$ cat config.mk
export PLATFORM = sky130hd
export DESIGN_NAME = relu_maxpool_feeder_flat
export DESIGN_NICKNAME = d
export VERILOG_FILES = /design/src/rtl/relu_maxpool_feeder_pkg.sv /design/src/rtl/relu_maxpool_feeder_if.sv /design/src/rtl/relu_maxpool_feeder_max2.sv /design/src/rtl/relu_maxpool_feeder.sv /design/src/flat_wrapper.sv
export SDC_FILE = /design/constraint.sdc
export NUM_CORES = 1
export LEC_CHECK = 0
export CAP_MARGIN = 10
export CORE_MARGIN = 2
export CORE_UTILIZATION = 46
export CTS_CLUSTER_DIAMETER = 60
export DETAILED_ROUTE_END_ITERATION = 10
export PLACE_DENSITY = 0.65
export SYNTH_ARGS = -nofsm -noshare
export SYNTH_HDL_FRONTEND = slang
export SYNTH_SLANG_ARGS = --single-unit
$ cat constraint.sdc
create_clock -name clk_i -period 4.49 [get_ports clk_i]
set_input_delay 0.449 -clock clk_i [delete_from_list [all_inputs] [get_ports clk_i]]
set_output_delay 0.449 -clock clk_i [all_outputs]
set_load 0.02 [all_outputs]
$ cat src/rtl/relu_maxpool_feeder_pkg.sv
// relu_pool_pkg: register map, STATUS layout and FP32 ReLU helper shared by the
// ReLU + 2x2 max-pool feeder.
package relu_pool_pkg;

    localparam logic [31:0] DEF_BASE_ADDR = 32'hC441_0000;

    localparam logic [3:0] OFF_IN     = 4'h0;
    localparam logic [3:0] OFF_OUT    = 4'h4;
    localparam logic [3:0] OFF_STATUS = 4'h8;
    localparam logic [3:0] OFF_CLEAR  = 4'hC;

    localparam int ST_DONE = 0;
    localparam int ST_OVF  = 1;
    localparam int ST_UDF  = 2;
    localparam int ST_LVL  = 8;
    localparam int ST_CNT  = 16;

    // Any value with the sign bit set, including -0.0, collapses to +0.0.
    function automatic logic [31:0] relu(input logic [31:0] v);
        return v[31] ? 32'h0 : v;
    endfunction

endpackage

$ cat src/rtl/relu_maxpool_feeder_if.sv
// relu_maxpool_feeder_if: single-cycle device-bus access with registered ack and read data.
interface relu_maxpool_feeder_if #(parameter int XLEN = 32);

    logic            en_i;
    logic            we_i;
    logic [XLEN-1:0] addr_i;
    logic [XLEN-1:0] data_i;
    logic            ready_o;
    logic [XLEN-1:0] data_o;

    modport master (output en_i, we_i, addr_i, data_i, input ready_o, data_o);
    modport slave  (input en_i, we_i, addr_i, data_i, output ready_o, data_o);

endinterface

$ cat src/rtl/relu_maxpool_feeder_max2.sv
// fp_relu_max2: ReLU on both operands, then max; with the sign bit cleared the
// FP32 ordering equals an unsigned compare of bits[30:0], so +NaN wins.
module fp_relu_max2
    import relu_pool_pkg::*;
(
    input  logic [31:0] a_i,
    input  logic [31:0] b_i,
    output logic [31:0] y_o
);

    logic [31:0] ra, rb;

    assign ra  = relu(a_i);
    assign rb  = relu(b_i);
    assign y_o = (ra[30:0] >= rb[30:0]) ? ra : rb;

endmodule

$ cat src/rtl/relu_maxpool_feeder.sv
// relu_maxpool_feeder: accepts an IN_W x IN_W FP32 map in raster order, applies
// ReLU and 2x2/stride-2 max-pool on the fly, and queues the pooled map for readback.
module relu_maxpool_feeder
    import relu_pool_pkg::*;
#(
    parameter int              XLEN      = 32,
    parameter logic [XLEN-1:0] BASE_ADDR = XLEN'(DEF_BASE_ADDR),
    parameter int              IN_W      = 8
)
(
    input  logic                 clk_i,
    input  logic                 rst_i,
    relu_maxpool_feeder_if.slave bus
);

    localparam int N_IN  = IN_W * IN_W;
    localparam int N_OUT = N_IN / 4;
    localparam int HW    = IN_W / 2;
    localparam int CW    = $clog2(N_IN + 1);
    localparam int OW    = $clog2(N_OUT + 1);
    localparam int MW    = $clog2(N_OUT);
    localparam int RW    = $clog2(HW);

    logic [CW-1:0]   in_cnt_q, in_cnt_d;
    logic [OW-1:0]   out_wr_q, out_wr_d, out_rd_q, out_rd_d;
    logic [31:0]     hold_q, hold_d;
    logic            ovf_q, ovf_d, udf_q, udf_d;
    logic            ready_q;
    logic [XLEN-1:0] rdata_q, rdata_d;
    logic [31:0]     rowbuf_q [HW];
    logic [31:0]     out_mem_q [N_OUT];

    logic            hit, has_out, rb_we, om_we;
    logic [3:0]      off;
    logic [CW-1:0]   row, col;
    logic [RW-1:0]   rb_idx;
    logic [31:0]     pair, quad;
    logic [XLEN-1:0] status;

    assign hit     = bus.en_i && (bus.addr_i[XLEN-1:4] == BASE_ADDR[XLEN-1:4]);
    assign off     = bus.addr_i[3:0];
    assign row     = CW'(in_cnt_q / IN_W);
    assign col     = CW'(in_cnt_q % IN_W);
    assign rb_idx  = RW'(col >> 1);
    assign has_out = out_rd_q < out_wr_q;

    // Horizontal pair (hold, incoming) first, then merged with the upper row's pair.
    fp_relu_max2 u_row (.a_i(hold_q),           .b_i(bus.data_i), .y_o(pair));
    fp_relu_max2 u_col (.a_i(rowbuf_q[rb_idx]), .b_i(pair),       .y_o(quad));

    always_comb begin
        status               = '0;
        status[ST_DONE]      = out_wr_q == OW'(N_OUT);
        status[ST_OVF]       = ovf_q;
        status[ST_UDF]       = udf_q;
        status[ST_LVL +: OW] = out_wr_q - out_rd_q;
        status[ST_CNT +: CW] = in_cnt_q;
    end

    always_comb begin
        in_cnt_d = in_cnt_q;
        out_wr_d = out_wr_q;
        out_rd_d = out_rd_q;
        hold_d   = hold_q;
        ovf_d    = ovf_q;
        udf_d    = udf_q;
        rdata_d  = rdata_q;
        rb_we    = 1'b0;
        om_we    = 1'b0;
        if (hit && bus.we_i && off == OFF_IN) begin
            if (in_cnt_q == CW'(N_IN)) begin
                ovf_d = 1'b1;
            end else begin
                in_cnt_d = in_cnt_q + CW'(1);
                if (!col[0]) begin
                    hold_d = relu(bus.data_i);
                end else if (!row[0]) begin
                    rb_we = 1'b1;
                end else begin
                    om_we    = 1'b1;
                    out_wr_d = out_wr_q + OW'(1);
                end
            end
        end
        if (hit && bus.we_i && off == OFF_CLEAR) begin
            in_cnt_d = '0;
            out_wr_d = '0;
            out_rd_d = '0;
            hold_d   = '0;
            ovf_d    = 1'b0;
            udf_d    = 1'b0;
        end
        if (hit && !bus.we_i) begin
            rdata_d = (off == OFF_OUT)    ? (has_out ? out_mem_q[out_rd_q[MW-1:0]] : '0) :
                      (off == OFF_STATUS) ? status : '0;
            if (off == OFF_OUT) begin
                out_rd_d = has_out ? out_rd_q + OW'(1) : out_rd_q;
                udf_d    = udf_q | !has_out;
            end
        end
    end

    always_ff @(posedge clk_i or negedge rst_i) begin
        if (!rst_i) begin
            in_cnt_q <= '0;
            out_wr_q <= '0;
            out_rd_q <= '0;
            hold_q   <= '0;
            ovf_q    <= 1'b0;
            udf_q    <= 1'b0;
            ready_q  <= 1'b0;
            rdata_q  <= '0;
        end else begin
            in_cnt_q <= in_cnt_d;
            out_wr_q <= out_wr_d;
            out_rd_q <= out_rd_d;
            hold_q   <= hold_d;
            ovf_q    <= ovf_d;
            udf_q    <= udf_d;
            ready_q  <= hit;
            rdata_q  <= rdata_d;
        end
    end

    // Pooling storage keeps its contents across reset and CLEAR.
    always_ff @(posedge clk_i) begin
        if (rb_we) rowbuf_q[rb_idx] <= pair;
        if (om_we) out_mem_q[out_wr_q[MW-1:0]] <= quad;
    end

    assign bus.ready_o = ready_q;
    assign bus.data_o  = rdata_q;

endmodule

$ cat src/flat_wrapper.sv
// flat-port wrapper written by rule: the top's interface ports become plain ports
module relu_maxpool_feeder_flat import relu_pool_pkg::*;
#(
    parameter int              XLEN      = 32,
    parameter logic [XLEN-1:0] BASE_ADDR = XLEN'(DEF_BASE_ADDR),
    parameter int              IN_W      = 8
)
  (clk_i, rst_i, bus_en_i, bus_we_i, bus_addr_i, bus_data_i, bus_ready_o, bus_data_o);
  relu_maxpool_feeder_if #(.XLEN(XLEN)) bus_i ();
  input  logic clk_i;
  input  logic rst_i;
  input wire logic [$bits(bus_i.en_i)-1:0] bus_en_i;
  input wire logic [$bits(bus_i.we_i)-1:0] bus_we_i;
  input wire logic [$bits(bus_i.addr_i)-1:0] bus_addr_i;
  input wire logic [$bits(bus_i.data_i)-1:0] bus_data_i;
  output wire logic [$bits(bus_i.ready_o)-1:0] bus_ready_o;
  output wire logic [$bits(bus_i.data_o)-1:0] bus_data_o;
  assign bus_i.en_i = bus_en_i;
  assign bus_i.we_i = bus_we_i;
  assign bus_i.addr_i = bus_addr_i;
  assign bus_i.data_i = bus_data_i;
  assign bus_ready_o = bus_i.ready_o;
  assign bus_data_o = bus_i.data_o;
  relu_maxpool_feeder #(.XLEN(XLEN), .BASE_ADDR(BASE_ADDR), .IN_W(IN_W)) u_core (.clk_i(clk_i), .rst_i(rst_i), .bus(bus_i));
endmodule
Yosys cells after proc, flatten, opt, wreduce, memory -nomap -nowiden
Memories as Yosys holds them, arrays and structs flattened.
Cells that the tools add are included.
{"block": "totals", "mem_bits_ro": 0, "output_inout_bits": 33, "ram_bits": 640, "wordCells": 86, "latch_bits": 0, "reg_bits": 84, "n_memories": 2}
{"block": "classes", "eq_ne": 9, "n_lt_le_gt_ge": 3, "n_addsub": 4, "shift": 0, "n_mux": 43, "n_bitwise": 1, "reduce_logical": 16, "n_mul": 0, "div": 0}
{"name": "u_core.out_mem_q", "words": 16, "width": 32, "read_ports": 1, "rd_ports_with_merged_regs": 0, "wr": 1, "line": "relu_maxpool_feeder.sv:31", "source": "logic [31:0] out_mem_q [N_OUT];"}
{"name": "u_core.rowbuf_q", "words": 4, "width": 32, "read_ports": 1, "rd_ports_with_merged_regs": 0, "wr": 1, "line": "relu_maxpool_feeder.sv:30", "source": "logic [31:0] rowbuf_q [HW];"}
{"cell": "32-bit two-way mux", "count": 8}
{"cell": "31-bit two-way mux", "count": 4}
{"cell": "31-bit greater-or-equal comparator", "count": 2}
{"cell": "5-bit two-way mux", "count": 9}
{"cell": "28-bit equality test (second input constant)", "count": 1}
{"cell": "23-bit two-way mux", "count": 1}
{"cell": "7-bit two-way mux", "count": 3}
{"cell": "1-bit two-way mux", "count": 18}
{"cell": "5-bit by 1-bit adder with 5-bit output (second input constant)", "count": 2}
{"cell": "4-bit equality test (second input constant)", "count": 2}
{"cell": "2-bit nonzero test", "count": 4}
{"cell": "7-bit by 1-bit adder with 7-bit output (second input constant)", "count": 1}
{"cell": "7-bit equality test (second input constant)", "count": 1}
{"cell": "5-bit equality test (second input constant)", "count": 1}
{"cell": "1-bit logical AND", "count": 5}
{"cell": "5-bit < comparator", "count": 1}
{"cell": "5-bit subtractor", "count": 1}
{"cell": "4-bit by 3-bit equality test with 1-bit output (second input constant)", "count": 1}
{"cell": "4-bit logical NOT", "count": 1}
{"cell": "2-bit inequality test (second input constant)", "count": 2}
{"cell": "2-bit AND reduction", "count": 2}
{"cell": "4-bit AND reduction", "count": 1}
{"cell": "3-bit by 2-bit inequality test with 1-bit output (second input constant)", "count": 1}
{"cell": "3-bit AND reduction", "count": 1}
{"cell": "2 further kinds", "count": 3}

Longest topological paths before layout
{"block": "depth", "word_depth": 7, "mapped_depth": 20, "depth_no_buf": 17}

By module
From an unflattened synthesis, not the netlist that was laid out.
{"block": "unflattened", "hier_cells": 1721, "hier_area_um2": 31133.6}
{"mod": "relu_maxpool_feeder", "cells_each": 1295, "area_per_inst_um2": 27913.0, "instances": 1}
{"mod": "fp_relu_max2", "cells_each": 213, "area_per_inst_um2": 1610.3, "instances": 2}

Least setup slack after synthesis
No wires, ideal clock.
{"block": "synth_path", "path_kind": "input-to-reg", "startpoint": "in bus_addr_i[8]", "endpoint": "mem u_core.out_mem_q[0][0] (enable)", "t_arrival_ns": 4.468, "cell_stages": 5, "path_slack_ns": -0.475, "path_cell_list": "nor4b_1 -> nand4_1 -> nor3_4 -> nand2_1 -> nor4_1"}
{"block": "synth_between", "elab_chain_cells": 7}
{"element": "start, declared", "line": "flat_wrapper.sv:14", "source": "input wire logic [$bits(bus_i.addr_i)-1:0] bus_addr_i;"}
{"element": "28-bit equality test", "line": "relu_maxpool_feeder.sv:40", "source": "assign hit = bus.en_i && (bus.addr_i[XLEN-1:4] == BASE_ADDR[XLEN-1:4]);"}
{"element": "1-bit logical AND", "line": "relu_maxpool_feeder.sv:40"}
{"element": "net u_core.hit", "line": "relu_maxpool_feeder.sv:33", "source": "logic hit, has_out, rb_we, om_we;"}
{"element": "1-bit logical AND (2 in series)", "line": "relu_maxpool_feeder.sv:70", "source": "if (hit && bus.we_i && off == OFF_IN) begin"}
{"element": "1-bit two-way mux", "line": "relu_maxpool_feeder.sv:70"}
{"element": "1-bit two-way mux", "line": "relu_maxpool_feeder.sv:128", "source": "if (om_we) out_mem_q[out_wr_q[MW-1:0]] <= quad;"}
{"element": "1-bit two-way mux (not written as such)", "line": "relu_maxpool_feeder.sv:128"}
{"element": "end, declared", "line": "relu_maxpool_feeder.sv:31"}
The timed path passes the listed nets, and every way through them passes these cells.

Final worst setup path
{"block": "layout_path", "startpoint": "in bus_data_i[31]", "endpoint": "mem u_core.out_mem_q[5][17], data pin"}
{"block": "layout_between", "elab_chain_cells": 6}
{"element": "start, declared", "line": "flat_wrapper.sv:15", "source": "input wire logic [$bits(bus_i.data_i)-1:0] bus_data_i;"}
{"element": "31-bit two-way mux (*)", "line": "relu_maxpool_feeder_pkg.sv:20", "source": "return v[31] ? 32'h0 : v;"}
{"element": "31-bit greater-or-equal comparator", "line": "relu_maxpool_feeder_max2.sv:15", "source": "assign y_o = (ra[30:0] >= rb[30:0]) ? ra : rb;"}
{"element": "32-bit two-way mux (*)", "line": "relu_maxpool_feeder_max2.sv:15"}
{"element": "net u_core.pair[6]", "line": "relu_maxpool_feeder.sv:37", "source": "logic [31:0] pair, quad;"}
{"element": "31-bit two-way mux (*)", "line": "relu_maxpool_feeder_pkg.sv:20"}
{"element": "31-bit greater-or-equal comparator (*)", "line": "relu_maxpool_feeder_max2.sv:15"}
{"element": "32-bit two-way mux (*)", "line": "relu_maxpool_feeder_max2.sv:15"}
{"element": "net u_core.quad[17]", "line": "relu_maxpool_feeder.sv:37"}
Mark *: on every way through the listed nets, which the timed path passes. The rest lies on a longest branch.

==> flow_summary.yaml <==
run_status:
  status: "finished, violations left"
  violations: "negative setup slack"
clock_network:
  clk_pin_slew_ns: 0.06
  cts_buffer_depth: 3
  cts.sink_count: 702
  tritoncts: "built"
  numCtsBuffers: 75
  htree_levels: 3
  clock_latency_ns: 0.61
  cts_root_buf: "clkbuf_16"
sta:
  period_needed_ns: 4.60
  worstMarginPinSlew_ns: 1.03
  fin_skew_ns: 0.0264
  grt_setup_unrepaired: "true"
  maxSlewHeadroom: 0.314
  hold_viol: 0
  whs_ns: 0.416
  finalCritPeriodShare: 1.03
  slew_violations: 0
  setup_tns_ns: -9.92
  finalSetupViolCount: 261
  finalWorstSetupSlack_ns: -0.113
  fmax_mhz: 217
synth:
  syn_area_um2: 29400
  ys_types: 59
  netlist.top_cell.by_area: "edfxtp_1"
  synth_edf_count: 620
  synthArstFlopShare: 0.117
  ys_seq_area_frac: 0.702
  syn_area_per_cell_um2: 18.3
  synth_cells: 1607
  netlist_top_cells_area: "edfxtp_1 (63%), mux4_2 (14%), dfrtp_1 (7.0%)"
  synth_fp_nets: 1750
  ys.warnings.count: 0
  ys_seq_elements: 702
  synth_top_flop_cell: "edfxtp_1"
  synth_top_area_frac: 0.633
die:
  core_um2: 63200
  rows: 92
  die-area_um2: 66000
  ios: 101
  die_w_um: 257
  die_h_um: 257
  start_util: 0.466
critical_path:
  required_ns: 4.83
  slowest_stage: "mux2_4"
  reg2reg_to: "u_core.out_mem_q[5][17]$_DFFE_PP_"
  r2r-start: "u_core.hold_q[2]$_DFFE_PN0P_"
  r2r_cells: 23
  critPathMaxFanout: 8
  cp-startpoint: "bus_data_i[31]"
  crit_arrival_ns: 4.95
  r2r_slack_ns: -0.09
  critPathMaxStageDelay_ns: 0.35
  crit_type: "in2reg"
  cp-endpoint: "u_core.out_mem_q[5][17]$_DFFE_PP_"
  cp-end-kind: "flip-flop"
  start_kind: "input port"
  crit_path_frequent_cell: "buf_12"
cells_and_area:
  fill_cells: 4661
  antennaDiodeCount: 0
  fin_util: 0.575
  final_cell_mix: "edfxtp_1 (620), mux4_2 (186), buf_4 (145), nand2_1 (96), clkdlybuf4s50_1 (93)"
  drive_above_1_share: 0.321
  area_growth_pct: 23.4
  nets: 2048
  final_common_cell: "edfxtp_1"
  multiInputGateArea_um2: 9290
  regArea_um2: 20700
placed_design:
  place_congestion: 0.874
  dp_hpwl_mm: 44.6
  io_buffers: 99
pwr:
  p_leak_nw: 12.5
  power.density_nw_per_um2: 376
  ir_drop_v: 0.000297
  total_power_mw: 13.7
grt:
  grt_overflow: 0
  grt_first_pass_wirelength_mm: 111
  track_usage: 0.232
  grt_max_degree: 127
  first_global_vias: 16964
  antenna_found_initial: 0
detailed_routing:
  detail_route.iter0.violations: 1550
  drtPass1Iterations: 7
  ant_nets: 0
  drt_wl_total_mm: 75.8
  route.detailed.drc: 0
  wl_per_cell_um: 27.0
  routed-via-count: 16397
  via_per_inst: 5.84
hold_path:
  holdPathStages: 4
  hold_path.class: "in2reg"
run:
  cap_violations: 0
sequential cells by signal, indices dropped and copies added, names as in the netlist:
| name | flops |
|---|---|
| u_core.out_mem_q | 496 |
| u_core.rowbuf_q | 124 |
| u_core.bus.data_o | 31 |
| u_core.hold_q | 31 |
| u_core.in_cnt_q | 7 |
| u_core.out_rd_q | 5 |
| u_core.out_wr_q | 5 |
| u_core.bus.ready_o | 1 |
| u_core.ovf_q | 1 |
| u_core.udf_q | 1 |
metal layers:
layer | track usage | wire, um
met2 | 0.387 | 38100
met3 | 0.0449 | 5880
met4 | 0.0651 | 1780
met1 | 0.312 | 30000
met5 | 0 | 0
power breakdown:
group | leakage [nW] | switching [mW] | internal, mW
logic | 4.82 | 0.287 | 0.249
clock network | 1.17 | 2.48 | 3.52
registers | 6.47 | 0.00182 | 7.12
through the flow:
step	instance area (um^2)	worst slack [ns]	instances
after floorplan	29700	-0.475	1607
after global placement	32900	-1.06	2632
after detailed placement	32900	-1.15	2632
after CTS	36200	-0.117	2802
after global routing	36300	-0.250	2806
final	36300	-0.113	2806
kinds of logic (layout without fill, tap and decap cells):
family          after synthesis  in the layout  synth area share
mux                         250            275             0.165
other cells                   1              1          0.000127
flops                       702            702             0.702
compound gates              133            133            0.0272
simple gates                278            278            0.0474
buf+inv                     157            485            0.0221
fa+ha+maj                    75             75            0.0321
xor+xnor                     11             11           0.00327
timing repair:
action / CTS / global route
hold endpoints to repair: 49 / 0
setup endpoints to repair: 496 / 496
gates cloned: 28 / 1
gates resized for setup: 93 / 24
pin swaps: 21 / 14
buffers inserted: 9 / 3
hold buffers: 1 / 0
cells in the mapped netlist (all sizes together), types with 2 or more instances:
master and number:
o211ai 3, nand4 14, a22oi 13, nor4 14, a211oi 7, inv 81, mux2 33, mux2i 31
xor2 3, buf 31, dfrtp 82, o21ai 66, nand2 97, nor3 15, edfxtp 620, o31ai 3
a21oi 21, nor2 39, nand3b 2, a21o 6, and3 6, nand3 31, clkbuf 44, nor4b 6
o21a 3, or3 3, nor2b 5, and4 2, xnor2 8, mux4 186, and2 6, ha 74
a31oi 2, nand2b 34
worst max-delay path, delay by kind of cell:
family,cells,cell delay (ns)
and+or+nand+nor,3,0.45
buffers and inverters,10,1.47
adders and majority gates,2,0.53
muxes,2,0.55
AOI/OAI and AO/OA,9,1.47
worst min path at each step:
stage,end,startpoint
after floorplan,u_core.bus.data_o[0]$_DFFE_PN0P_,rst_i
after global placement,u_core.bus.data_o[28]$_DFFE_PN0P_,u_core.bus.data_o[28]$_DFFE_PN0P_
after detailed placement,u_core.bus.data_o[4]$_DFFE_PN0P_,u_core.bus.data_o[4]$_DFFE_PN0P_
after CTS,u_core.hold_q[3]$_DFFE_PN0P_,bus_data_i[3]
after global routing,u_core.hold_q[5]$_DFFE_PN0P_,bus_data_i[5]
final,u_core.hold_q[5]$_DFFE_PN0P_,bus_data_i[5]
final cells by class:
| class | instances | share of cell area |
|---|---|---|
| Multi-Input combinational cell | 773 | 0.256 |
| Clock buffer | 94 | 0.0564 |
| Clock inverter | 38 | 0.00916 |
| Tap cell | 846 | 0.0291 |
| Timing Repair Buffer | 271 | 0.0720 |
| Sequential cell | 702 | 0.569 |
| Inverter | 82 | 0.00847 |
(Power assumes the default switching activity.)
